### src/rtl/sysid_pkg.sv
// Shared types and constants for the system-ID checker and the system-ID slave wrapper.
package sysid_pkg;

  // Check sequencer states.
  typedef enum logic [2:0] {
    ST_IDLE     = 3'd0,
    ST_ISSUE_ID = 3'd1,
    ST_WAIT_ID  = 3'd2,
    ST_ISSUE_TS = 3'd3,
    ST_WAIT_TS  = 3'd4,
    ST_COMPARE  = 3'd5,
    ST_DONE     = 3'd6
  } sysid_state_t;

  // Slave register map: address 0 holds the ID, address 1 the build timestamp.
  localparam logic SYSID_ADDR_ID = 1'b0;
  localparam logic SYSID_ADDR_TS = 1'b1;

  // One slave data word.
  typedef logic [31:0] sysid_word_t;

  // Full-width equality; no bits are masked out.
  function automatic logic word_match(input sysid_word_t a, input sysid_word_t b);
    return (a == b);
  endfunction

endpackage

### src/rtl/sysid_word_reader.sv
// Single-word read engine: latches an address, waits READ_LATENCY edges and
// flags the edge on which the slave's readdata must be captured.
module sysid_word_reader
  import sysid_pkg::*;
#(
  parameter int READ_LATENCY = 1
) (
  input  logic        clock,
  input  logic        reset_n,
  input  logic        issue,
  input  logic        issue_addr,
  input  sysid_word_t sys_readdata,
  output logic        sys_address,
  output sysid_word_t word,
  output logic        word_valid
);

  localparam logic [3:0] LAT = 4'(READ_LATENCY);

  logic [3:0] count;

  // Address register (held between reads) and latency countdown.
  always_ff @(posedge clock or negedge reset_n) begin
    if (!reset_n) begin
      sys_address <= 1'b0;
      count       <= 4'd0;
    end else if (issue) begin
      sys_address <= issue_addr;
      count       <= LAT;
    end else if (count != 4'd0) begin
      count       <= count - 4'd1;
    end else begin
      count       <= 4'd0;
    end
  end

  // The capture edge is the one on which the countdown sits at 1.
  assign word_valid = (count == 4'd1);
  assign word       = sys_readdata;

endmodule

### src/rtl/sysid_verifier.sv
// Boot-time / on-demand checker of the system-ID slave: reads ID and timestamp,
// compares them with build-time values, retries on mismatch, publishes sticky flags.
module sysid_verifier
  import sysid_pkg::*;
#(
  parameter logic [31:0] EXPECTED_ID  = 32'd0,
  parameter logic [31:0] EXPECTED_TS  = 32'd1370140082,
  parameter int          READ_LATENCY = 1,
  parameter int          RETRY_MAX    = 3,
  parameter bit          AUTO_START   = 1'b1
) (
  input  logic        clock,
  input  logic        reset_n,
  input  logic        start,
  output logic        sys_address,
  input  sysid_word_t sys_readdata,
  output logic        busy,
  output logic        done,
  output logic        id_ok,
  output logic        ts_ok,
  output logic        mismatch,
  output sysid_word_t id_value,
  output sysid_word_t ts_value,
  output logic [3:0]  retry_count
);

  localparam logic [3:0] RETRY_LIM = 4'(RETRY_MAX);

  sysid_state_t state;
  sysid_state_t next_state;

  logic        auto_pending;
  logic        issue;
  logic        issue_addr;
  logic        word_valid;
  sysid_word_t word;
  logic        begin_check;
  logic        cap_id;
  logic        cap_ts;
  logic        compare_en;
  logic        retry_inc;
  logic        set_mismatch;
  logic        id_match;
  logic        ts_match;

  assign id_match = word_match(id_value, EXPECTED_ID);
  assign ts_match = word_match(ts_value, EXPECTED_TS);

  sysid_word_reader #(
    .READ_LATENCY (READ_LATENCY)
  ) u_reader (
    .clock        (clock),
    .reset_n      (reset_n),
    .issue        (issue),
    .issue_addr   (issue_addr),
    .sys_readdata (sys_readdata),
    .sys_address  (sys_address),
    .word         (word),
    .word_valid   (word_valid)
  );

  // One-shot request that fires on the first edge after reset release.
  always_ff @(posedge clock or negedge reset_n) begin
    if (!reset_n) begin
      auto_pending <= AUTO_START;
    end else begin
      auto_pending <= 1'b0;
    end
  end

  // FSM state register.
  always_ff @(posedge clock or negedge reset_n) begin
    if (!reset_n) begin
      state <= ST_IDLE;
    end else begin
      state <= next_state;
    end
  end

  // Next-state and per-state control strobes.
  always_comb begin
    next_state   = state;
    issue        = 1'b0;
    issue_addr   = SYSID_ADDR_ID;
    begin_check  = 1'b0;
    cap_id       = 1'b0;
    cap_ts       = 1'b0;
    compare_en   = 1'b0;
    retry_inc    = 1'b0;
    set_mismatch = 1'b0;
    case (state)
      ST_IDLE: begin
        if (start || auto_pending) begin
          begin_check = 1'b1;
          next_state  = ST_ISSUE_ID;
        end else begin
          next_state  = ST_IDLE;
        end
      end
      ST_ISSUE_ID: begin
        issue      = 1'b1;
        issue_addr = SYSID_ADDR_ID;
        next_state = ST_WAIT_ID;
      end
      ST_WAIT_ID: begin
        if (word_valid) begin
          cap_id     = 1'b1;
          next_state = ST_ISSUE_TS;
        end else begin
          next_state = ST_WAIT_ID;
        end
      end
      ST_ISSUE_TS: begin
        issue      = 1'b1;
        issue_addr = SYSID_ADDR_TS;
        next_state = ST_WAIT_TS;
      end
      ST_WAIT_TS: begin
        if (word_valid) begin
          cap_ts     = 1'b1;
          next_state = ST_COMPARE;
        end else begin
          next_state = ST_WAIT_TS;
        end
      end
      ST_COMPARE: begin
        compare_en = 1'b1;
        if (id_match && ts_match) begin
          next_state = ST_DONE;
        end else if (retry_count < RETRY_LIM) begin
          retry_inc  = 1'b1;
          next_state = ST_ISSUE_ID;
        end else begin
          set_mismatch = 1'b1;
          next_state   = ST_DONE;
        end
      end
      ST_DONE: begin
        next_state = ST_IDLE;
      end
      default: begin
        next_state = ST_IDLE;
      end
    endcase
  end

  // Registered status outputs, captured words and sticky result flags.
  always_ff @(posedge clock or negedge reset_n) begin
    if (!reset_n) begin
      busy        <= 1'b0;
      done        <= 1'b0;
      id_ok       <= 1'b0;
      ts_ok       <= 1'b0;
      mismatch    <= 1'b0;
      id_value    <= 32'd0;
      ts_value    <= 32'd0;
      retry_count <= 4'd0;
    end else begin
      busy <= (state != ST_IDLE);
      done <= (state == ST_DONE);
      if (begin_check) begin
        id_ok       <= 1'b0;
        ts_ok       <= 1'b0;
        mismatch    <= 1'b0;
        retry_count <= 4'd0;
      end
      if (cap_id) begin
        id_value <= word;
      end
      if (cap_ts) begin
        ts_value <= word;
      end
      if (compare_en) begin
        id_ok <= id_match;
        ts_ok <= ts_match;
      end
      if (retry_inc) begin
        retry_count <= retry_count + 4'd1;
      end
      if (set_mismatch) begin
        mismatch <= 1'b1;
      end
    end
  end

endmodule

### config.mk
export PLATFORM = sky130hd
export DESIGN_NAME = sysid_verifier
export DESIGN_NICKNAME = d
export VERILOG_FILES = /design/src/rtl/sysid_pkg.sv /design/src/rtl/sysid_word_reader.sv /design/src/rtl/sysid_verifier.sv
export SDC_FILE = /design/constraint.sdc
export NUM_CORES = 1
export LEC_CHECK = 0
export CAP_MARGIN = 5
export CORE_UTILIZATION = 41
export CTS_CLUSTER_SIZE = 25
export DETAILED_ROUTE_END_ITERATION = 6
export GPL_ROUTABILITY_DRIVEN = 1
export PLACE_DENSITY_LB_ADDON = 0.08
export RECOVER_POWER = 100
export SLEW_MARGIN = 10
export SYNTH_ARGS = -nofsm -noshare
export SYNTH_HDL_FRONTEND = slang
export SYNTH_SLANG_ARGS = --single-unit
### constraint.sdc
create_clock -name clock -period 1.44 [get_ports clock]
set_input_delay 0.288 -clock clock [delete_from_list [all_inputs] [get_ports clock]]
set_output_delay 0.288 -clock clock [all_outputs]
set_load 0.02 [all_outputs]
==> impl_metrics.py <==
metrics = {
    "route": {
        "drc": 0,
        "vias": 2673,
        "first_pass_iters": 4,
        "vias_per_cell": 4.94,
        "wire_per_inst_um": 17.1,
        "antenna_left": 0,
        "first_iter_violations": 78,
        "wirelength_mm": 9.25,
    },
    "floorplan": {
        "start_util": 0.427,
        "rows": 32,
        "core_um2": 7770,
        "fp.dieArea_um2": 8460,
        "die_h_um": 92.0,
        "dieWidth_um": 92.0,
        "io_pins": 109,
    },
    "yosys": {
        "yosys_warnings": 0,
        "synth_area_um2": 3320,
        "synth_top_family_by_area": "multiplexers",
        "synthDistinctLibCells": 37,
        "yosys.area_share.simple": 0.121,
        "synth_cells": 224,
        "synth_edf_count": 0,
        "synth_seq_cells": 82,
        "yosysTopAreaCell": "dfrtp_1",
        "ys_top_cells_by_area": "dfrtp_1 61%, mux2_2 22%, nand2_1 1.6%",
        "yosys.area.top_type_share": 0.611,
        "synthMuxAreaShare": 0.223,
        "async_reset_ff_frac": 1.00,
        "synth_flop_cell": "dfrtp_1",
        "postSynthNetCount": 260,
        "syn_area_per_cell_um2": 14.8,
        "synth_seq_area_share": 0.619,
        "synth_fa_ha_area_frac": 0.00377,
        "synthXorXnorAreaFrac": 0,
        "synth_compound_area_frac": 0.0211,
    },
    "critical_path": {
        "crit_family": "simple AND/OR/NAND/NOR gates",
        "crit_slowest_cell": "dfrtp_1",
        "worst-path-buf-inv": 0,
        "critical-path-max-stage-delay_ns": 0.43,
        "worstPathCellList": "nor4_4 > nand4_1 > nor4_4 > nor3b_2 > nand4b_1",
        "endpoint_kind": "flip-flop",
        "timing.critical_path.mode_cell": "nor4_4",
        "cp.required_ns": 1.66,
        "crit_fanout": 3,
        "worstPathArrival_ns": 2.02,
        "critPathKind": "flip-flop to flip-flop",
        "critPathLaunchType": "flip-flop",
    },
    "timing": {
        "slew_headroom": 0.492,
        "rsz0062_at_grt": "true",
        "fin_ws_ns": -0.355,
        "drv_slew": 0,
        "period_needed_ns": 1.79,
        "final.setup_skew_ns": 0.0131,
        "worstMarginPinSlew_ns": 0.762,
        "finalHoldViolCount": 0,
        "timing.hold.ws_ns": 0.491,
        "fmax_mhz": 557,
        "setup_tns_ns": -10.27,
        "setup_viol_count_final": 72,
        "post-route-period-util": 1.25,
    },
    "finish": {
        "fin_nets": 470,
        "antenna_cells": 0,
        "final_cell_mix": "73 x dfrtp_1, 72 x buf_4, 60 x mux2_2, 46 x clkbuf_2, 33 x clkdlybuf4s50_1",
        "syn_to_final_growth_pct": 62.9,
        "drive_gt1_frac": 0.588,
        "n_fill_cell": 613,
        "final_cells": 541,
        "layout_commonest_cell": "dfrtp_1",
        "regArea_um2": 2060,
        "multi_input_area_um2": 1370,
    },
    "placed_design": {
        "place.detailed.hpwl_mm": 6.16,
        "place_ws_ns": -0.366,
        "portBuffers": 108,
        "routabilityCongestion": 0.763,
        "dp_cells": 510,
    },
    "clock_network": {
        "insertion_delay_ns": 0.35,
        "clock_sinks": 82,
        "clk_path_buf_depth": 2,
        "cts_buffers": 9,
        "clk_pin_slew_ns": 0.08,
        "clk_root_buffer_cell": "clkbuf_8",
        "htree_num_levels": 3,
        "cts_tree": "built",
    },
    "global_route": {
        "antenna_found_initial": 0,
        "grt_util_all_layers": 0.238,
        "grt_max_degree": 29,
        "grt_pass1_wl_mm": 14.9,
        "first_global_vias": 2898,
        "globalRouteOverflowTotal": 0,
    },
    "power_and_ir_drop": {
        "leakage_nw": 2.52,
        "ir_drop_v": 0.00120,
        "power_density_nw_per_um2": 2230,
    },
    "status": {
        "status": "finished with violations",
        "violations": "setup timing",
    },
    "flow_run": {
        "drv_cap": 0,
    },
    "worst_hold_path": {
        "holdCritPathClass": "flip-flop to flip-flop",
    },
}
per-stage QoR:
step / area (µm²) / power [mW] / util
2_1_floorplan: 3370 / 6.76 / -
3_3_place_gp: 5190 / 10.7 / 0.669
3_5_place_dp: 5190 / 10.8 / 0.669
4_1_cts: 5650 / 12.4 / 0.727
5_1_grt: 5410 / 12.7 / 0.696
6_report: 5410 / 12.1 / 0.696
kinds of logic (layout without fill, tap and decap cells):
family / count (synthesis) / in the layout
flip-flops: 82 / 82
multiplexers: 66 / 66
AND/OR/NAND/NOR: 54 / 54
AO/OA/AOI/OAI: 12 / 12
buffers and inverters: 8 / 223
adder cells (fa/ha/maj): 1 / 1
other: 1 / 1
layer usage:
metal / track usage / vias to the layer above / routed length [µm]
met1: 0.287 / 1353 / 3940
li1: - / 1245 / -
met4: 0.0651 / 0 / 82
met2: 0.416 / 68 / 4740
met5: 0 / - / 0
met3: 0.0655 / 7 / 486
worst min-delay path: stages, from the launching register on:
cell	delay, ns
dfrtp_1	0.35
nand2_1	0.06
nand2_1	0.06
worst paths after layout:
| kind | depth (start not counted) | to | start | slack (ns) |
|---|---|---|---|---|
| setup / recovery | 5 | state[0] | id_value[10] | -0.35 |
| min in group asynchronous | 2 | id_value[29] | reset_n | 0.53 |
| setup reg to reg | 5 | state[0] | id_value[10] | -0.35 |
| hold / removal | 2 | u_reader.sys_address | u_reader.sys_address | 0.49 |
| hold reg to reg | 2 | u_reader.sys_address | u_reader.sys_address | 0.49 |
| max in group asynchronous | 3 | ts_value[0] | reset_n | 0.13 |
repair_timing:
item | 4_1_cts | 5_1_grt
hold buffers | 1 | 0
endpoints found under the setup margin | 148 | 118
gates resized for setup | 234 | 85
buffers inserted | 8 | 12
gates cloned | 6 | 0
hold endpoints to repair | 24 | 0
pin swaps | 5 | 12
registers in the layout, indices dropped and copies added, names as in the netlist:
name / count
id_value: 32
ts_value: 32
retry_count: 4
u_reader.count: 4
state: 3
auto_pending: 1
busy: 1
done: 1
id_ok: 1
mismatch: 1
ts_ok: 1
u_reader.sys_address: 1
where the power goes:
group | total (mW) | internal (mW) | switching [mW]
Clock | 1.66 | 0.851 | 0.809
Sequential | 4.13 | 3.35 | 0.776
Combinational | 6.27 | 3.28 | 2.98
final cells by class:
cell class | count | share of cell area
inverters | 1 | 0.000694
multi-input cells | 134 | 0.254
clock inverters | 4 | 0.00949
flip-flops and latches | 82 | 0.382
well taps | 102 | 0.0236
repair buffers | 206 | 0.304
clock buffers | 12 | 0.0268
synth_stat cells, drive strengths merged (2+ instances only):
| master | number |
|---|---|
| dfrtp | 81 |
| mux2 | 64 |
| nand2 | 14 |
| nor4 | 9 |
| buf | 6 |
| o21ai | 6 |
| nand4 | 5 |
| and4bb | 3 |
| nor2 | 3 |
| nor3 | 3 |
| o31ai | 3 |
| a21oi | 2 |
| and2 | 2 |
| and4b | 2 |
| mux2i | 2 |
| nand3 | 2 |
| nand4b | 2 |
| nor4b | 2 |
Note: power is estimated with default switching activity, not from simulation.
